## src/rtl/cycle_extract_pkg.sv

```systemverilog
// Shared widths, vertmat word layout and the relaxation predicate for cycle extraction.
package cycle_extract_pkg;

    localparam int unsigned NODES        = 4;
    localparam int unsigned PRED_WIDTH   = 1;
    localparam int unsigned WEIGHT_WIDTH = 31;
    localparam int unsigned VERT_WIDTH   = PRED_WIDTH + WEIGHT_WIDTH + 1;

    typedef logic [PRED_WIDTH:0]   vid_t;
    typedef logic [WEIGHT_WIDTH:0] weight_t;
    typedef logic [PRED_WIDTH+1:0] len_t;

    // Unreached-vertex sentinel written at setup.
    localparam weight_t INF_WEIGHT = (WEIGHT_WIDTH+1)'('h777f_ffff);

    typedef struct packed {
        vid_t    pred;
        weight_t weight;
    } vert_word_t;

    // Edge still relaxes: wrapping sum compared signed, same as the relaxation stage.
    function automatic logic relaxes(input weight_t svw, input weight_t dvw, input weight_t e);
        weight_t sum;
        sum = svw + e;
        return (e != '0) && (svw != INF_WEIGHT) && ($signed(sum) < $signed(dvw));
    endfunction

endpackage

```

## src/rtl/cycle_extract.sv

```systemverilog
// Negative-cycle detection pass over adjmat/vertmat, then predecessor walk and
// valid/ready streaming of the cycle's vertex IDs.
module cycle_extract
    import cycle_extract_pkg::*;
(
    input  logic                    clk,
    input  logic                    cycle_reset,
    input  logic                    go,
    input  logic [VERT_WIDTH:0]     vertmat_q_a,
    input  logic [VERT_WIDTH:0]     vertmat_q_b,
    input  logic [WEIGHT_WIDTH:0]   adjmat_q,
    output logic [PRED_WIDTH:0]     vertmat_addr_a,
    output logic [PRED_WIDTH:0]     vertmat_addr_b,
    output logic [PRED_WIDTH:0]     adjmat_row_addr,
    output logic [PRED_WIDTH:0]     adjmat_col_addr,
    output logic                    path_valid,
    input  logic                    path_ready,
    output logic [PRED_WIDTH:0]     path_vertex,
    output logic                    path_last,
    output logic                    cycle_found,
    output logic [PRED_WIDTH+1:0]   cycle_len,
    output logic                    cycle_done
);

    typedef enum logic [2:0] {
        IDLE, SCAN_RD, SCAN_CHK, WALK_RD, WALK_STEP, EMIT, NEXT_RD, DONE
    } state_t;

    localparam vid_t LAST_ID   = vid_t'(NODES - 1);
    localparam len_t LEN_GUARD = len_t'(NODES - 1);

    state_t state_q, state_d;
    vid_t   i_q, i_d, j_q, j_d, v_q, v_d, tail_q, tail_d, walk_q, walk_d;
    vid_t   addr_a_q, addr_a_d, vertex_q, vertex_d;
    logic   valid_q, valid_d, last_q, last_d, found_q, found_d, done_q, done_d;
    len_t   len_q, len_d;

    vert_word_t word_a;
    weight_t    weight_b;
    logic       unused_pred_b;

    assign word_a        = vert_word_t'(vertmat_q_a);
    assign weight_b      = vertmat_q_b[WEIGHT_WIDTH:0];
    assign unused_pred_b = ^vertmat_q_b[VERT_WIDTH:WEIGHT_WIDTH+1];

    // tail is the walk vertex one step before s: it lies in the cycle and its pred is s,
    // so the beat carrying tail is the one whose next pred wraps back to s.
    always_comb begin
        state_d  = state_q;
        i_d      = i_q;
        j_d      = j_q;
        v_d      = v_q;
        tail_d   = tail_q;
        walk_d   = walk_q;
        addr_a_d = addr_a_q;
        vertex_d = vertex_q;
        valid_d  = valid_q;
        last_d   = last_q;
        found_d  = found_q;
        done_d   = done_q;
        len_d    = len_q;
        case (state_q)
            IDLE: begin
                if (go) begin
                    i_d      = '0;
                    j_d      = '0;
                    addr_a_d = '0;
                    state_d  = SCAN_RD;
                end
            end
            SCAN_RD: state_d = SCAN_CHK;
            SCAN_CHK: begin
                if (relaxes(word_a.weight, weight_b, adjmat_q)) begin
                    v_d      = j_q;
                    walk_d   = '0;
                    addr_a_d = j_q;
                    state_d  = WALK_RD;
                end else if (i_q == LAST_ID && j_q == LAST_ID) begin
                    found_d = 1'b0;
                    done_d  = 1'b1;
                    state_d = DONE;
                end else begin
                    if (j_q == LAST_ID) begin
                        j_d = '0;
                        i_d = i_q + vid_t'(1);
                    end else begin
                        j_d = j_q + vid_t'(1);
                    end
                    addr_a_d = i_d;
                    state_d  = SCAN_RD;
                end
            end
            WALK_RD: state_d = WALK_STEP;
            WALK_STEP: begin
                v_d      = word_a.pred;
                addr_a_d = word_a.pred;
                if (walk_q == LAST_ID) begin
                    tail_d   = v_q;
                    found_d  = 1'b1;
                    valid_d  = 1'b1;
                    vertex_d = word_a.pred;
                    last_d   = (word_a.pred == v_q) || (len_q == LEN_GUARD);
                    state_d  = EMIT;
                end else begin
                    walk_d  = walk_q + vid_t'(1);
                    state_d = WALK_RD;
                end
            end
            EMIT: begin
                if (path_ready) begin
                    valid_d = 1'b0;
                    last_d  = 1'b0;
                    len_d   = len_q + len_t'(1);
                    if (last_q) begin
                        done_d  = 1'b1;
                        state_d = DONE;
                    end else begin
                        state_d = NEXT_RD;
                    end
                end
            end
            NEXT_RD: begin
                // addr_a held v through EMIT, so q_a now carries pred(v).
                v_d      = word_a.pred;
                addr_a_d = word_a.pred;
                valid_d  = 1'b1;
                vertex_d = word_a.pred;
                last_d   = (word_a.pred == tail_q) || (len_q == LEN_GUARD);
                state_d  = EMIT;
            end
            DONE: state_d = DONE;
            default: state_d = IDLE;
        endcase
    end

    always_ff @(posedge clk) begin
        if (cycle_reset) begin
            state_q  <= IDLE;
            i_q      <= '0;
            j_q      <= '0;
            v_q      <= '0;
            tail_q   <= '0;
            walk_q   <= '0;
            addr_a_q <= '0;
            vertex_q <= '0;
            valid_q  <= 1'b0;
            last_q   <= 1'b0;
            found_q  <= 1'b0;
            done_q   <= 1'b0;
            len_q    <= '0;
        end else begin
            state_q  <= state_d;
            i_q      <= i_d;
            j_q      <= j_d;
            v_q      <= v_d;
            tail_q   <= tail_d;
            walk_q   <= walk_d;
            addr_a_q <= addr_a_d;
            vertex_q <= vertex_d;
            valid_q  <= valid_d;
            last_q   <= last_d;
            found_q  <= found_d;
            done_q   <= done_d;
            len_q    <= len_d;
        end
    end

    assign vertmat_addr_a  = addr_a_q;
    assign vertmat_addr_b  = j_q;
    assign adjmat_row_addr = i_q;
    assign adjmat_col_addr = j_q;
    assign path_valid      = valid_q;
    assign path_vertex     = vertex_q;
    assign path_last       = last_q;
    assign cycle_found     = found_q;
    assign cycle_len       = len_q;
    assign cycle_done      = done_q;

endmodule

```

## config.mk

```make
export PLATFORM = sky130hd
export DESIGN_NAME = cycle_extract
export DESIGN_NICKNAME = d
export VERILOG_FILES = /design/src/rtl/cycle_extract_pkg.sv /design/src/rtl/cycle_extract.sv
export SDC_FILE = /design/constraint.sdc
export NUM_CORES = 1
export LEC_CHECK = 0
export CAP_MARGIN = 30
export CORE_MARGIN = 2
export CORE_UTILIZATION = 39
export CTS_CLUSTER_DIAMETER = 30
export DETAILED_ROUTE_END_ITERATION = 6
export PLACE_DENSITY_LB_ADDON = 0.2
export SYNTH_ARGS = -nofsm -noshare
export SYNTH_HDL_FRONTEND = slang
export SYNTH_SLANG_ARGS = --single-unit
```

## constraint.sdc

```tcl
create_clock -name clk -period 5.2 [get_ports clk]
set_clock_uncertainty 0.15 [all_clocks]
set_input_delay 0.78 -clock clk [delete_from_list [all_inputs] [get_ports clk]]
set_output_delay 0.78 -clock clk [all_outputs]
set_load 0.01 [all_outputs]
```

* Word-level counts from Yosys, hierarchy flattened
Index checks and enable logic that the tools add are counted.
** Word-level totals
- Output and inout port bits :: 17
- Bits in latches :: 0
- Word-level logic and storage cells :: 107
- Bits in read-only memories :: 0
- RAM bits :: 0
- Input bits :: 104
- Register bits after elaboration :: 24
- Memories :: 0
** Cells by class
- Muxes and demuxes :: 38
- Add/subtract/negate cells :: 5
- Magnitude comparators :: 1
- Shifts and indexed selects :: 0
- Reduce and logical (&&, ||, !) cells :: 26
- Divide/modulo/power cells :: 0
- Multipliers :: 0
- Equality and inequality tests :: 24
- Bitwise logic cells :: 0
** Operator list (count)
- $add A32 B32 Y32 :: 1
- $lt A32 B32 Y1 :: 1
- $ne A32 B31 Y1 const B :: 1
- $reduce_bool A32 Y1 :: 1
- $mux W2 :: 12
- $pmux W3 S8 :: 1
- $pmux W2 S2 :: 5
- $ne A2 B2 Y1 const B :: 9
- $mux W3 :: 5
- $eq A3 B3 Y1 const B :: 4
- $mux W1 :: 10
- $reduce_and A2 Y1 :: 5
- $reduce_bool A2 Y1 :: 5
- $eq A3 B2 Y1 const B :: 3
- $reduce_and A3 Y1 :: 3
- $reduce_and A4 Y1 :: 2
- $add A2 B1 Y2 const B :: 3
- $eq A2 B2 Y1 const B :: 3
- $pmux W1 S3 :: 2
- $pmux W2 S3 :: 1
- $reduce_bool A3 Y1 :: 2
- $reduce_and A5 Y1 :: 1
- $eq A2 B2 Y1 :: 2
- $pmux W1 S2 :: 2
- other kinds (7) :: 10

* Logic depth before layout (Yosys ltp)
- Depth after elaboration :: 5
- Depth in mapped cells :: 20
- Mapped depth without buffers :: 20

* Least setup slack after synthesis
Ideal clock, no wire load.
- Path type :: in2reg
- From :: in vertmat_q_a[0]
- To :: reg v_q[0]
- Required time :: 4964 ps
- Path slack :: 470 ps
- Setup time :: 86 ps
- Path buffers :: 0
- Stages on the path :: 19
- Arrival time :: 4495 ps
- Cells stage by stage :: ha_1 > inv_1 > fa_1 > nor2b_1 > o31a_1 > o211ai_1 > a21oi_1 > o41ai_4 > o21ai_2 > o31ai_1 > xnor2_1 > ha_1 > a21o_1 > a211oi_1 > o2111a_1 > o21ai_1 > or4_1 > mux2i_1 > a211oi_1
** Between the ends
- Word-level cells in the longest chain between the ends :: 5
- Elaborated cells on any way between the ends :: 7
- Those cells by class :: 1 x add/sub; 1 x order compare; 2 x eq/ne; 3 x reduce/logical
** Ends and longest elaborated chain
- start, declared :: RTL line cycle_extract.sv:9 : input logic [VERT_WIDTH:0] vertmat_q_a,
- $add A32 B32 Y32 or $ne A32 B31 Y1 (tied branches) :: RTL line cycle_extract_pkg.sv:24, cycle_extract_pkg.sv:25
- $lt A32 B32 Y1 or $logic_and A1 B1 Y1 (tied branches) :: RTL line cycle_extract_pkg.sv:25 : return (e != '0) && (svw != INF_WEIGHT) && ($signed(sum) < $signed(dvw));
- $logic_and A1 B1 Y1 * :: RTL line cycle_extract_pkg.sv:25
- $ne A2 B2 Y1 (no line) *
- $reduce_and A2 Y1 (no line) *
- end signal, assigned :: RTL line cycle_extract.sv:155 : v_q <= v_d;
- end, declared :: RTL line cycle_extract.sv:33 : vid_t i_q, i_d, j_q, j_d, v_q, v_d, tail_q, tail_d, walk_q, walk_d;
Mark *: on every way between the ends. The rest lies on a longest branch, timed or not.
A chain may end at the register's enable or synchronous reset.

* Final worst setup path
- From :: in vertmat_q_a[17]
- To :: reg v_q[0]
The elaborated chain is that of the path after synthesis.

==> summary.md <==
| Metric | Value |
|---|---|
| Status | `completed` |
| RSZ-0062 raised after global routing | `true` |
| Hold_sp | `walk_q[1]` |
| Cell count after synthesis | `502` |
| Synthesis-stage register bit count | `24` |
| Starting density of the core | `between 30% and 40%` |
| Slew HR | `around 31%` |
| MaxCap Viol Count | `0` |
| CTS tree | `built` |
| ANT nets after route | `0` |
| Post-Syn Nets | `674` |
| Unique masters post-synth | `64` |
| First-pass GRT wire length | `between 15000 and 20000 um` |
| Arr. time, crit path | `just over 5000 ps` |
| Min-delay worst type | `reg -> reg` |
| Die span in y | `a little over 100 um` |
| Placeable Area | `around 9600 um2` |
| Post-layout nets | `about 850` |
| Seq/Total Area, Yosys | `between 10 and 15%` |
| Worst Tran Pin Value | `between 1000 and 1500 ps` |
| Register area | `480 um2` |
| R2R depth | `6` |
| Syn_area_per_cell | `~7.6 um2` |
| Ys flop type | `dfxtp_1` |
| Pre-antenna DRT Iters | `6` |
| Vias in the first global route | `approximately 4200` |
| Largest stage delay, worst path | `about 550 ps` |
| Synth Area in Simple Gates | `between 20% and 30%` |
| Non-Filler Cell Area, Final | `roughly 6000 um2` |
| Root Buffer Master | `clkbuf_8` |
| Vias/cell | `approximately 5.4` |
| Width of the chip | `103 um` |
| Area of the multi-input gates | `between 3000 and 4000 um2` |
| Buffers on Ports | `approximately 120` |
| Antenna violations before repair | `0` |
| CTS clock-pin slew for the worst setup and hold paths | `approximately 90 ps` |
| Routed via count | `4356` |
| R2r setup slk | `about 2600 ps` |
| Routed wire length | `12000 um` |
| Post-synth EDFFs | `0` |
| Hold Path Sink | `walk_q[1]` |
| Clock sink count | `24` |
| GR Overflow Total | `0` |
| Final HPWL DP | `approximately 10000 um` |
| Post-Syn Area | `3810 um2` |
| RR Startpoint | `state_q[1]` |
| Total CTS buffers | `3` |
| Post-synthesis adder-cell area fraction | `22.5%` |
| Largest family of logic cells by synthesized area | `compound AO/OA/AOI/OAI gates` |
| Layout area overhead | `56.3%` |
| CP cell instances | `clkdlybuf4s50_1 -> ha_1 -> buf_4 -> nand4_1 -> o211ai_1 -> o31ai_4 -> a2111oi_4 -> and4bb_1 -> o31ai_1 -> a21oi_1 -> xnor2_1 -> ha_1 -> inv_1 -> a211oi_2 -> o2111a_1 -> o21ai_2 -> or4_4 -> mux2i_1 -> a211oi_1` |
| Filler Cell Count | `about 900` |
| Critical path class | `in -> reg` |
| Met3 GRT Util | `1.36%` |
| Layout cell share with drive strength beyond 1 | `17.8%` |
| Critical Path Slowest Stage Cell | `or4_4` |
| GR Util met2 | `between 40 and 50%` |
| Worst Path Max Fanout | `5` |
| Worst EP required | `between 5000 and 6000 ps` |
| Placed Area | `~5600 um2` |
| Total GRT Usage | `approximately a fifth` |
| Mux contribution to synthesized area | `around 3.2%` |
| Crit path time final | `5060 ps` |
| CP startpoint kind | `primary input` |
| Clock Latency Late Sink | `approximately 270 ps` |
| Clock Path Buffers | `2` |
| Gpl congestion | `approximately 0.89` |
| Busiest layer in global routing | `met2` |
| Worst hold path depth | `2` |
| Post-Synth XOR/XNOR Area | `roughly 7.1%` |
| Setup TNS | `0 ps` |
| Total Power | `945 uW` |
| Leak Pwr | `2.70 nW` |
| YS warnings | `0` |
| Count of final setup violators | `0` |
| Iteration-0 DRC Markers | `135` |
| Pwr per Cell Area | `159 nW/um2` |
| Final Hold Fails | `0` |
| Wire per inst | `14.8 um` |
| Hold buffers post-CTS | `0` |
| Final Cycle Share | `between 90 and 100%` |
| Ports | `121` |
| Peak supply drop | `0.156 mV` |
| Async S/R FF share, synth | `0%` |
| Ant diodes | `0` |
| Rows | `36` |
| Crit. End Element | `flop` |
| Htree depth | `1` |
| Most used cell, CP | `ha_1` |
| Fin. max-slew vios | `0` |
| Largest net degree at the start of global routing | `23` |
| Number of remaining DRC errors | `0` |
| Reg-to-reg endpoint | `vertmat_addr_a[1]` |
| Die Area | `10600 um2` |
| Fmax | `between 0.15 and 0.2 GHz` |
| Synth Area in Compound Gates | `between 20% and 30%` |
| Global routing usage on met1 | `26.9%` |
through the flow:
| step | util, % | setup slack [ps] | std cells | hold WS [ps] |
|---|---|---|---|---|
| final | 61.8 | 138 | 811 | 324 |
| after global routing | 61.8 | -63.2 | 811 | 353 |
| after CTS | 58.5 | 39.8 | 807 | 327 |
| after detailed placement | 57.7 | -310 | 803 | 309 |
| after global placement | 57.7 | -280 | 803 | 297 |
| after floorplan | - | 470 | 502 | 288 |
area by class of cell:
cell class,instances,area share [%]
Clock buffer,3,0.693
Clock inverter,1,0.504
Inverter,52,3.28
Multi-Input combinational cell,417,56.1
Sequential cell,24,8.07
Tap cell,133,2.79
Timing Repair Buffer,181,28.6
worst max path at each step:
| stage | slack [ps] | startpoint | to | depth (start not counted) |
|---|---|---|---|---|
| floorplan | 470 | vertmat_q_a[0] | v_q[0] | 19 |
| global placement | -280 | vertmat_q_a[0] | v_q[1] | 21 |
| detailed placement | -310 | adjmat_q[0] | v_q[0] | 20 |
| CTS | 40 | vertmat_q_a[17] | v_q[0] | 19 |
| global route | -60 | vertmat_q_a[16] | v_q[0] | 18 |
| finish | 140 | vertmat_q_a[17] | v_q[0] | 19 |
report_power, final:
part	leakage [nW]	internal [mW]	switching, mW
Clock	0.0357	0.103	0.0629
Combinational	2.47	0.309	0.283
Sequential	0.193	0.185	0.00240
Total	2.70	0.597	0.348
synthesized netlist by cell type (12+ instances only):
library cell / instances / area share [%]
o21ai_0: 24 / 3.2
ha_1: 67 / 22
inv_1: 52 / 5.1
a21oi_1: 46 / 6.0
nor2_1: 40 / 3.9
nand4_1: 15 / 2.5
nor4_1: 13 / 2.1
nand2_1: 35 / 3.4
a21o_1: 12 / 2.4
xnor2_1: 24 / 5.5
dfxtp_1: 24 / 13
per-layer routing:
metal,vias up,part of all wire (%),routed length (um)
met5,-,0,0
met4,0,0.99,119
met3,14,5.5,659
met2,137,49,5940
met1,2017,44,5290
li1,2188,-,-
cell usage in the layout (no fill, tap or decap), types with 4 or more instances in the layout:
master           instances
inv_1                   51
nor3_1                   9
a211oi_1                 4
a21oi_1                 41
ha_4                     9
nand3_1                  6
mux2i_1                 11
xor2_1                   7
nand2_1                 34
o21bai_1                 8
o21ai_1                  8
o21a_1                   7
nor2_1                  39
a211oi_2                 4
dlymetal6s2s_1          19
nand4_1                 15
nand2b_1                 5
a21oi_2                  5
buf_4                   63
xnor2_1                 24
or2_2                    4
nor2b_1                  8
clkdlybuf4s50_1         99
dfxtp_1                 24
nor4_1                  12
and2_1                   4
ha_1                    56
o21ai_0                 19
a21o_1                  12
cell families (layout without fill, tap and decap cells):
kind of cell,count (synthesis),after routing
xor gates and xnor gates,31,31
muxes,12,12
and+or+nand+nor,158,158
adders and majority gates,68,68
DFF,24,24
AOI/OAI and AO/OA,148,148
buffers and inverters,61,237
registers in the layout, summed over array words and instances, names as in the netlist, 2 cells and up:
register and flops:
vertmat_addr_a 2, adjmat_row_addr 2, tail_q 2, v_q 2, cycle_len 3, path_vertex 2
adjmat_col_addr 2, walk_q 2, state_q 3
worst max-delay path: cells and delay by family:
family                   cells  cell delay (ps)
AO/OA/AOI/OAI                9             1850
XOR/XNOR                     1              140
adder cells (fa/ha/maj)      2              600
buffers and inverters        3              660
multiplexers                 1              140
AND/OR/NAND/NOR              3              910
repair_timing:
item                                    CTS  global route
setup buffers                             0             4
endpoints found under the hold margin     0             0
resized for setup                         2            64
pin swaps                                 1            39
endpoints found under the setup margin    3            14
(Power assumes the default switching activity.)
